[src/rtl/seg_pkg.sv]
// rtl/seg_pkg.sv - shared constants, buffer type and leading-zero helper for the scan controller
package seg_pkg;

  localparam int NUM_DIG = 6;
  localparam logic [7:0] SEG_BLANK = 8'hFF;

  // Active-low g..a codes; entry 0 is the rightmost element of the concatenation.
  localparam logic [15:0][7:0] HEX_SEG = {
    8'h8E, 8'h86, 8'hA1, 8'hC6, 8'h83, 8'h88, 8'h90, 8'h80,
    8'hF8, 8'h82, 8'h92, 8'h99, 8'hB0, 8'hA4, 8'hF9, 8'hC0
  };

  typedef struct packed {
    logic [4*NUM_DIG-1:0] data;
    logic [NUM_DIG-1:0]   point;
    logic                 blank_en;
  } disp_buf_t;

  function automatic logic [NUM_DIG-1:0] lead_blank_mask(
    input logic [4*NUM_DIG-1:0] d,
    input logic                 en
  );
    logic [NUM_DIG-1:0] m;
    logic               run;
    m   = '0;
    run = en;
    // Digit 0 is left out of the loop so it always stays visible.
    for (int i = NUM_DIG - 1; i > 0; i--) begin
      run  = run && (d[4*i +: 4] == 4'h0);
      m[i] = run;
    end
    return m;
  endfunction

endpackage

[src/rtl/seg_scan_ctrl_if.sv]
// rtl/seg_scan_ctrl_if.sv - valid/ready display load port
interface seg_scan_ctrl_if;
  import seg_pkg::*;

  logic                 load_valid;
  logic                 load_ready;
  logic [4*NUM_DIG-1:0] data;
  logic [NUM_DIG-1:0]   point;
  logic                 blank_en;

  modport master (
    output load_valid,
    output data,
    output point,
    output blank_en,
    input  load_ready
  );

  modport slave (
    input  load_valid,
    input  data,
    input  point,
    input  blank_en,
    output load_ready
  );

endinterface

[src/rtl/seg_hex_decode.sv]
// rtl/seg_hex_decode.sv - nibble plus decimal point to active-low segment code
module seg_hex_decode
  import seg_pkg::*;
(
  input  logic [3:0] nibble,
  input  logic       dp,
  output logic [7:0] seg
);

  assign seg = {HEX_SEG[nibble][7] & ~dp, HEX_SEG[nibble][6:0]};

endmodule

[src/rtl/seg_scan_ctrl.sv]
// rtl/seg_scan_ctrl.sv - six-digit dynamic scan sequencer with frame-aligned double buffering
module seg_scan_ctrl
  import seg_pkg::*;
#(
  parameter int SCAN_CNT = 50000
) (
  input  logic              sys_clk,
  input  logic              sys_rst,
  seg_scan_ctrl_if.slave    load,
  output logic [NUM_DIG-1:0] sel,
  output logic [7:0]        seg,
  output logic              frame_done
);

  localparam int CW = $clog2(SCAN_CNT);

  logic [CW-1:0]      cnt_scan;
  logic [2:0]         idx;
  disp_buf_t          active_buf;
  disp_buf_t          pend_buf;
  logic               pend_flag;
  logic               scan_last;
  logic               boundary;
  logic               transfer;
  logic [NUM_DIG-1:0] blank_mask;
  logic [3:0]         cur_nib;
  logic               cur_dp;
  logic               cur_blank;
  logic [NUM_DIG-1:0] sel_next;
  logic [7:0]         seg_dec;
  logic [7:0]         seg_next;

  assign scan_last       = (cnt_scan == CW'(SCAN_CNT - 1));
  assign boundary        = scan_last && (idx == 3'(NUM_DIG - 1));
  assign frame_done      = boundary;
  assign load.load_ready = ~pend_flag;
  assign transfer        = load.load_valid && ~pend_flag;

  always_ff @(posedge sys_clk or posedge sys_rst) begin
    if (sys_rst) begin
      cnt_scan <= '0;
      idx      <= '0;
    end else if (scan_last) begin
      cnt_scan <= '0;
      idx      <= (idx == 3'(NUM_DIG - 1)) ? 3'd0 : idx + 3'd1;
    end else begin
      cnt_scan <= cnt_scan + 1'b1;
    end
  end

  // Transfer and commit are exclusive: a transfer needs the pending slot empty.
  always_ff @(posedge sys_clk or posedge sys_rst) begin
    if (sys_rst) begin
      pend_flag  <= 1'b0;
      pend_buf   <= '0;
      active_buf <= '0;
    end else if (transfer) begin
      pend_buf  <= '{data: load.data, point: load.point, blank_en: load.blank_en};
      pend_flag <= 1'b1;
    end else if (boundary && pend_flag) begin
      active_buf <= pend_buf;
      pend_flag  <= 1'b0;
    end
  end

  assign blank_mask = lead_blank_mask(active_buf.data, active_buf.blank_en);

  always_comb begin
    cur_nib   = 4'h0;
    cur_dp    = 1'b0;
    cur_blank = 1'b1;
    sel_next  = '0;
    for (int i = 0; i < NUM_DIG; i++) begin
      if (idx == 3'(i)) begin
        cur_nib     = active_buf.data[4*i +: 4];
        cur_dp      = active_buf.point[i];
        cur_blank   = blank_mask[i];
        sel_next[i] = 1'b1;
      end
    end
  end

  seg_hex_decode u_dec (
    .nibble (cur_nib),
    .dp     (cur_dp),
    .seg    (seg_dec)
  );

  assign seg_next = cur_blank ? SEG_BLANK : seg_dec;

  always_ff @(posedge sys_clk or posedge sys_rst) begin
    if (sys_rst) begin
      sel <= '0;
      seg <= SEG_BLANK;
    end else begin
      sel <= sel_next;
      seg <= seg_next;
    end
  end

endmodule

[src/flat_wrapper.sv]
// flat-port wrapper written by rule: the top's interface ports become plain ports
module seg_scan_ctrl_flat import seg_pkg::*;
#(
  parameter int SCAN_CNT = 50000
)
  (sys_clk, sys_rst, sel, seg, frame_done, load_load_valid, load_data, load_point, load_blank_en, load_load_ready);
  seg_scan_ctrl_if load_i ();
  input  logic sys_clk;
  input  logic sys_rst;
  output logic [NUM_DIG-1:0] sel;
  output logic [7:0] seg;
  output logic frame_done;
  input wire logic [$bits(load_i.load_valid)-1:0] load_load_valid;
  input wire logic [$bits(load_i.data)-1:0] load_data;
  input wire logic [$bits(load_i.point)-1:0] load_point;
  input wire logic [$bits(load_i.blank_en)-1:0] load_blank_en;
  output wire logic [$bits(load_i.load_ready)-1:0] load_load_ready;
  assign load_i.load_valid = load_load_valid;
  assign load_i.data = load_data;
  assign load_i.point = load_point;
  assign load_i.blank_en = load_blank_en;
  assign load_load_ready = load_i.load_ready;
  seg_scan_ctrl #(.SCAN_CNT(SCAN_CNT)) u_core (.sys_clk(sys_clk), .sys_rst(sys_rst), .load(load_i), .sel(sel), .seg(seg), .frame_done(frame_done));
endmodule
[config.mk]
export PLATFORM = sky130hd
export DESIGN_NAME = seg_scan_ctrl_flat
export DESIGN_NICKNAME = d
export VERILOG_FILES = /design/src/rtl/seg_pkg.sv /design/src/rtl/seg_scan_ctrl_if.sv /design/src/rtl/seg_hex_decode.sv /design/src/rtl/seg_scan_ctrl.sv /design/src/flat_wrapper.sv
export SDC_FILE = /design/constraint.sdc
export NUM_CORES = 1
export LEC_CHECK = 0
export ABC_CLOCK_PERIOD_IN_PS = 4050
export CORE_AREA = 2 2 115 117
export DETAILED_ROUTE_END_ITERATION = 10
export DIE_AREA = 0 0 117 119
export PLACE_DENSITY = 0.61
export SYNTH_ARGS = -nofsm -noshare
export SYNTH_HDL_FRONTEND = slang
export SYNTH_HIERARCHICAL = 1
export SYNTH_SLANG_ARGS = --single-unit
[constraint.sdc]
create_clock -name sys_clk -period 4.05 [get_ports sys_clk]
set_input_delay 0.81 -clock sys_clk [delete_from_list [all_inputs] [get_ports sys_clk]]
set_output_delay 0.81 -clock sys_clk [all_outputs]
set_load 0.02 [all_outputs]
==> impl_metrics.yaml, run 1 <==
cells_and_area:
  nets: 441
  areaGrowthSynthToFinish_pct: 22.4
  fin_util: 0.417
  num_antenna_cells: 0
  layout-drive-gt1-share: 0.166
die:
  rows: 42
  coreArea_um2: 12900
  dieArea_um2: 13900
  start_util: 0.341
  ios: 50
  chipWidth_um: 117
  die_y_um: 119
detailed_routing:
  drtAntennaViolNets: 0
  wl_per_cell_um: 13.9
  drtIter0Drc: 149
  drt-total-wl_um: 8030
  remaining_drc_errors: 0
  first_pass_iters: 4
  viasPerCell: 4.83
  vias: 2799
worst_setup_path:
  cp-start-kind: "flop"
  crit_chain: "and2_1 > ha_1 > nor2_1 > a221oi_1 > a21oi_1 > inv_1 > ha_1 > inv_1 > mux4_1 > a211oi_1 > nand2_1"
  crit_slowest_cell: "dfrtp_1"
  cp-end-kind: "flop"
  worstPathMaxFanout: 18
  cp_data_arrival_time_ns: 3.74
  critPathRequiredTime_ns: 4.31
  cpLargestDelayFamily: "compound AO/OA/AOI/OAI gates"
  cp.buffers_inverters: 2
  crit_type: "flop to flop"
  cpPeakStageDelay_ns: 0.55
grt:
  grtUsageTotal: 0.127
  grt_max_degree: 97
  grt_pass1_wl_um: 13700
  grt_pass1_vias: 2769
  antenna_found_initial: 0
  grt_overflow: 0
sta:
  rsz0062_at_grt: "no"
  fin_skew_ns: 0.00585
  tns_ns: 0
  tightest_slew_ns: 1.14
  final-hold-violation-count: 0
  fmax_mhz: 287
  relSlewSlack: 0.241
  period_share: 0.860
  drv_slew: 0
  setup_viol: 0
  finalCriticalPeriod_ns: 3.48
synthesis:
  synth_top_cell_by_area: "dfrtp_1"
  synth.most_common_cell: "dfrtp_1"
  syn_inst: 351
  syn_nets: 394
  synth_ff_type: "dfrtp_1"
  synth_common_cells: "88 x dfrtp_1, 31 x mux2_1, 31 x mux2_2"
  synth-seq-cells: 96
  syn_area_um2: 4390
  async_flop_share: 1.00
  ys_seq_area_frac: 0.550
  yosysWarnings: 6
  synth_area_per_cell_um2: 12.5
  synth_edf_count: 0
  synth.area.top_cells: "dfrtp_1 50%, mux2_1 8.0%, mux2_2 8.0%"
  synth_cell_types: 41
  synth_top_area_frac: 0.502
pwr:
  cellPowerDensity_nw_per_um2: 369
  peakVddDrop_mv: 0.240
  total_leakage_power_nw: 2.38
status:
  status: "finished, final reports clean"
clock_network:
  post_cts_buffers: 0
  ctsRootBufferMaster: "clkbuf_16"
  insertion_delay_ns: 0.35
  hold_buffers: 0
  cts_max_level: 3
  clk_pin_slew_ns: 0.07
  clock_path_buffers: 2
  cts_resized: 0
  clkSinkCount: 96
  cts_tree: "yes"
  cts_buffers: 9
place:
  gp_congestion: 0.838
  io_buffers: 49
  hpwl_um: 5750
run:
  drv_cap: 0
hold_path:
  min_path_type: "flop to flop"
## flip-flops by register name, indices dropped and copies added, names as in the netlist
name and cells:
u_core/active_buf 31, u_core/pend_buf 31, u_core/cnt_scan 16, u_core/seg 8
u_core/sel 6, u_core/idx 3, u_core/pend_flag 1
## metrics by stage
step                      setup WS, ns  instances  total power, mW  hold slack, ns  instance area (µm²)
after floorplan                  0.667        351             1.07           0.446                 4390
after global placement           0.875        563             1.12           0.471                 5050
after detailed placement         0.650        563             1.12           0.478                 5050
after CTS                        0.643        579             2.02           0.487                 5370
after global routing             0.303        579             2.07           0.513                 5370
final                            0.567        579             1.98           0.483                 5370
## path summary, 6_finish.rpt
check,from,end,slack [ns],depth (start not counted)
worst max-delay path,u_core/idx[1],u_core/seg[3],0.57,11
worst min-delay path,u_core/cnt_scan[0],u_core/cnt_scan[0],0.48,1
worst max register to register,u_core/idx[1],u_core/seg[3],0.57,11
worst min register to register,u_core/cnt_scan[0],u_core/cnt_scan[0],0.48,1
max in group asynchronous,sys_rst,u_core/pend_buf[28],2.77,3
min in group asynchronous,sys_rst,u_core/pend_buf[5],0.87,3
## layout by cell type, fill, tap and decap left out, types with 5 or more instances in the layout
cell type,n
dfrtp_1,88
clkdlybuf4s50_1,49
clkbuf_16,9
or3_1,6
nor3_1,9
nor4_1,5
mux2_1,31
a221oi_1,10
nor2_1,17
a21oi_1,7
ha_1,9
o21ai_0,7
inv_1,14
nand2_1,14
nand3_1,5
mux2i_1,12
a211oi_1,9
mux2_2,31
nand2b_1,10
xor2_1,10
dfstp_2,8
## per-layer routing
layer,wire length [µm],GRT usage,share of wire
met1,3780,0.171,0.47
met3,300,0.0387,0.037
met4,144,0.0485,0.018
met2,3800,0.192,0.47
met5,0,0,0
## where the power goes
| part | leakage [nW] | switching [mW] | internal [mW] | total (mW) |
|---|---|---|---|---|
| registers | 1.24 | 0.0197 | 0.995 | 1.02 |
| clock network | 0.155 | 0.353 | 0.529 | 0.882 |
| logic | 0.989 | 0.0299 | 0.0556 | 0.0855 |
## final cells by class
class                   count  area (µm²)
fillers                  1206        7500
well taps                 176         220
clock buffers              12         267
repair buffers             54         541
inverters                  16        61.3
flip-flops and latches     96        2410
clock inverters             4        51.3
multi-input cells         221        1820
## logic make-up after synthesis
group / count (synthesis) / share of synthesized area
DFF: 96 / 0.550
and+or+nand+nor: 86 / 0.109
muxes: 75 / 0.192
AOI/OAI and AO/OA: 38 / 0.0613
buffers and inverters: 34 / 0.0359
xor gates and xnor gates: 13 / 0.0259
adders and majority gates: 9 / 0.0257
(Power assumes the default switching activity.)
==> inputs of run 2 (changes only) <==
- ABC_CLOCK_PERIOD_IN_PS: 4050 -> 3600
- GPL_TIMING_DRIVEN: not set -> 1
- clock period: 4.05 -> 3.6 ns (I/O delays scaled with it)
==> impl_metrics.yaml, run 2 (synthesis results as in run 1) <==
worst_setup_path:
  worstSetupStartpoint: "u_core/idx[1]"
  crit_chain: "and2_1 > ha_1 > nor2_1 > a221oi_1 > a21oi_1 > inv_1 > ha_1 > inv_1 > mux4_1 > a211oi_1 > nand2_1"
  cp-start-kind: "flop"
  cpPeakStageDelay_ns: 0.54
  critPathRequiredTime_ns: 3.86
  cp-end-kind: "flop"
  crit_type: "flop to flop"
  reg2reg_from: "u_core/idx[1]"
  worstPathMaxFanout: 18
  cp_data_arrival_time_ns: 3.56
  cpLargestDelayFamily: "compound AO/OA/AOI/OAI gates"
  cp.buffers_inverters: 2
  crit_slowest_cell: "dfrtp_1"
run:
  drv_cap: 0
cells_and_area:
  final_common_cell: "dfrtp_1"
  mostFrequentLayoutCells: "88 x dfrtp_1, 49 x clkdlybuf4s50_1, 31 x mux2_2, 31 x mux2_1, 17 x nor2_1"
  reg_top3: "u_core/active_buf: 31 flops, u_core/pend_buf: 31 flops, u_core/cnt_scan: 16 flops"
  register_area_um2: 2410
  finalNonFillerCells: 582
  num_antenna_cells: 0
  multi_input_area_um2: 1820
  layout-drive-gt1-share: 0.170
  nets: 444
  areaGrowthSynthToFinish_pct: 23.5
  nFillCells: 1194
pwr:
  switching_share: 0.193
  net-switching-power_mw: 0.436
  seqPwrFrac: 0.504
  peakVddDrop_mv: 0.188
  p_int_mw: 1.83
  p_total_mw: 2.26
  total_leakage_power_nw: 2.41
  clkPwrFrac: 0.453
  power_frac_comb: 0.043
  cellPowerDensity_nw_per_um2: 418
status:
  status: "finished, final reports clean"
sta:
  final-hold-violation-count: 0
  finalCriticalPeriod_ns: 3.30
  period_share: 0.917
  fin_skew_ns: 0.00688
  drv_slew: 0
  relSlewSlack: 0.343
  rsz0062_at_grt: "no"
  fin_ws_ns: 0.300
  fmax_mhz: 303
  setup_viol: 0
  tightest_slew_ns: 0.982
  tns_ns: 0
  fin_worst_hold_slack_ns: 0.480
detailed_routing:
  remaining_drc_errors: 0
  wl_per_cell_um: 14.0
  drt-total-wl_um: 8150
  drtAntennaViolNets: 0
  first_pass_iters: 4
  drtIter0Drc: 174
  vias: 2780
  viasPerCell: 4.78
place:
  hpwl_um: 5960
  place_inst: 566
  pre_cts_ws_ns: 0.236
  io_buffers: 49
  gp_congestion: 0.862
die:
  coreArea_um2: 12900
  chipWidth_um: 117
  rows: 42
  start_util: 0.341
  ios: 50
  dieArea_um2: 13900
  die_y_um: 119
clock_network:
  post_cts_buffers: 0
  ctsRootBufferMaster: "clkbuf_16"
  cts_tree: "yes"
  insertion_delay_ns: 0.34
  cts_max_level: 3
  clk_pin_slew_ns: 0.06
  hold_buffers: 0
  clkSinkCount: 96
  cts_buffers: 9
  clock_path_buffers: 2
grt:
  grt_pass1_vias: 2800
  antenna_found_initial: 0
  grt_max_degree: 63
  grtUsageTotal: 0.129
  grt_pass1_wl_um: 13900
  grt_overflow: 0
hold_path:
  min_path_type: "flop to flop"
  holdCritStartpoint: "u_core/cnt_scan[0]"
## run 2: changes by cell type in the layout (fill, tap and decap cells not counted), sizes merged
cell	delta
clkinv	-1
clkbuf	+1
bufinv	+1
buf	+3
clkinvlp	-1
## run 2: final timing paths
kind	cells after the start	slack [ns]	endpoint
max	11	0.30	u_core/seg[3]
min	1	0.48	u_core/cnt_scan[0]
max reg2reg	11	0.30	u_core/seg[3]
min reg2reg	1	0.48	u_core/cnt_scan[0]
max in group asynchronous	3	2.08	u_core/seg[1]
min in group asynchronous	2	0.75	u_core/sel[2]
## run 2: layout make-up
type                    count  share of cell area
repair buffers             57               0.106
inverters                  16              0.0113
multi-input cells         221               0.337
clock inverters             3              0.0120
flip-flops and latches     96               0.445
well taps                 176              0.0406
clock buffers              13              0.0480
## run 2: metrics by stage
stage	area [µm²]	utilization
after global routing	5420	0.421
final	5420	0.421
after CTS	5420	0.421
after global placement	5090	0.395
after floorplan	4390	-
after detailed placement	5090	0.395
## run 2: power groups by stage
stage	Clock [mW]	Combinational (mW)	Sequential, mW
6_report	1.03	0.0968	1.14
5_1_grt	1.12	0.108	1.15
4_1_cts	1.06	0.100	1.14
3_5_place_dp	0	0.100	1.16
3_3_place_gp	0	0.0970	1.16
2_1_floorplan	0	0.0511	1.15
## run 2: what timing repair did
item	in CTS	in global routing
hold endpoints to repair	0	0
endpoints found under the setup margin	0	1
gates resized for setup	0	1
## run 2: routing by layer
layer | up-vias | global-route usage | wire length (µm)
li1 | 1344 | - | -
met1 | 1381 | 0.170 | 3760
met2 | 43 | 0.202 | 3910
met3 | 12 | 0.0372 | 347
met4 | 0 | 0.0493 | 131
met5 | - | 0 | 0
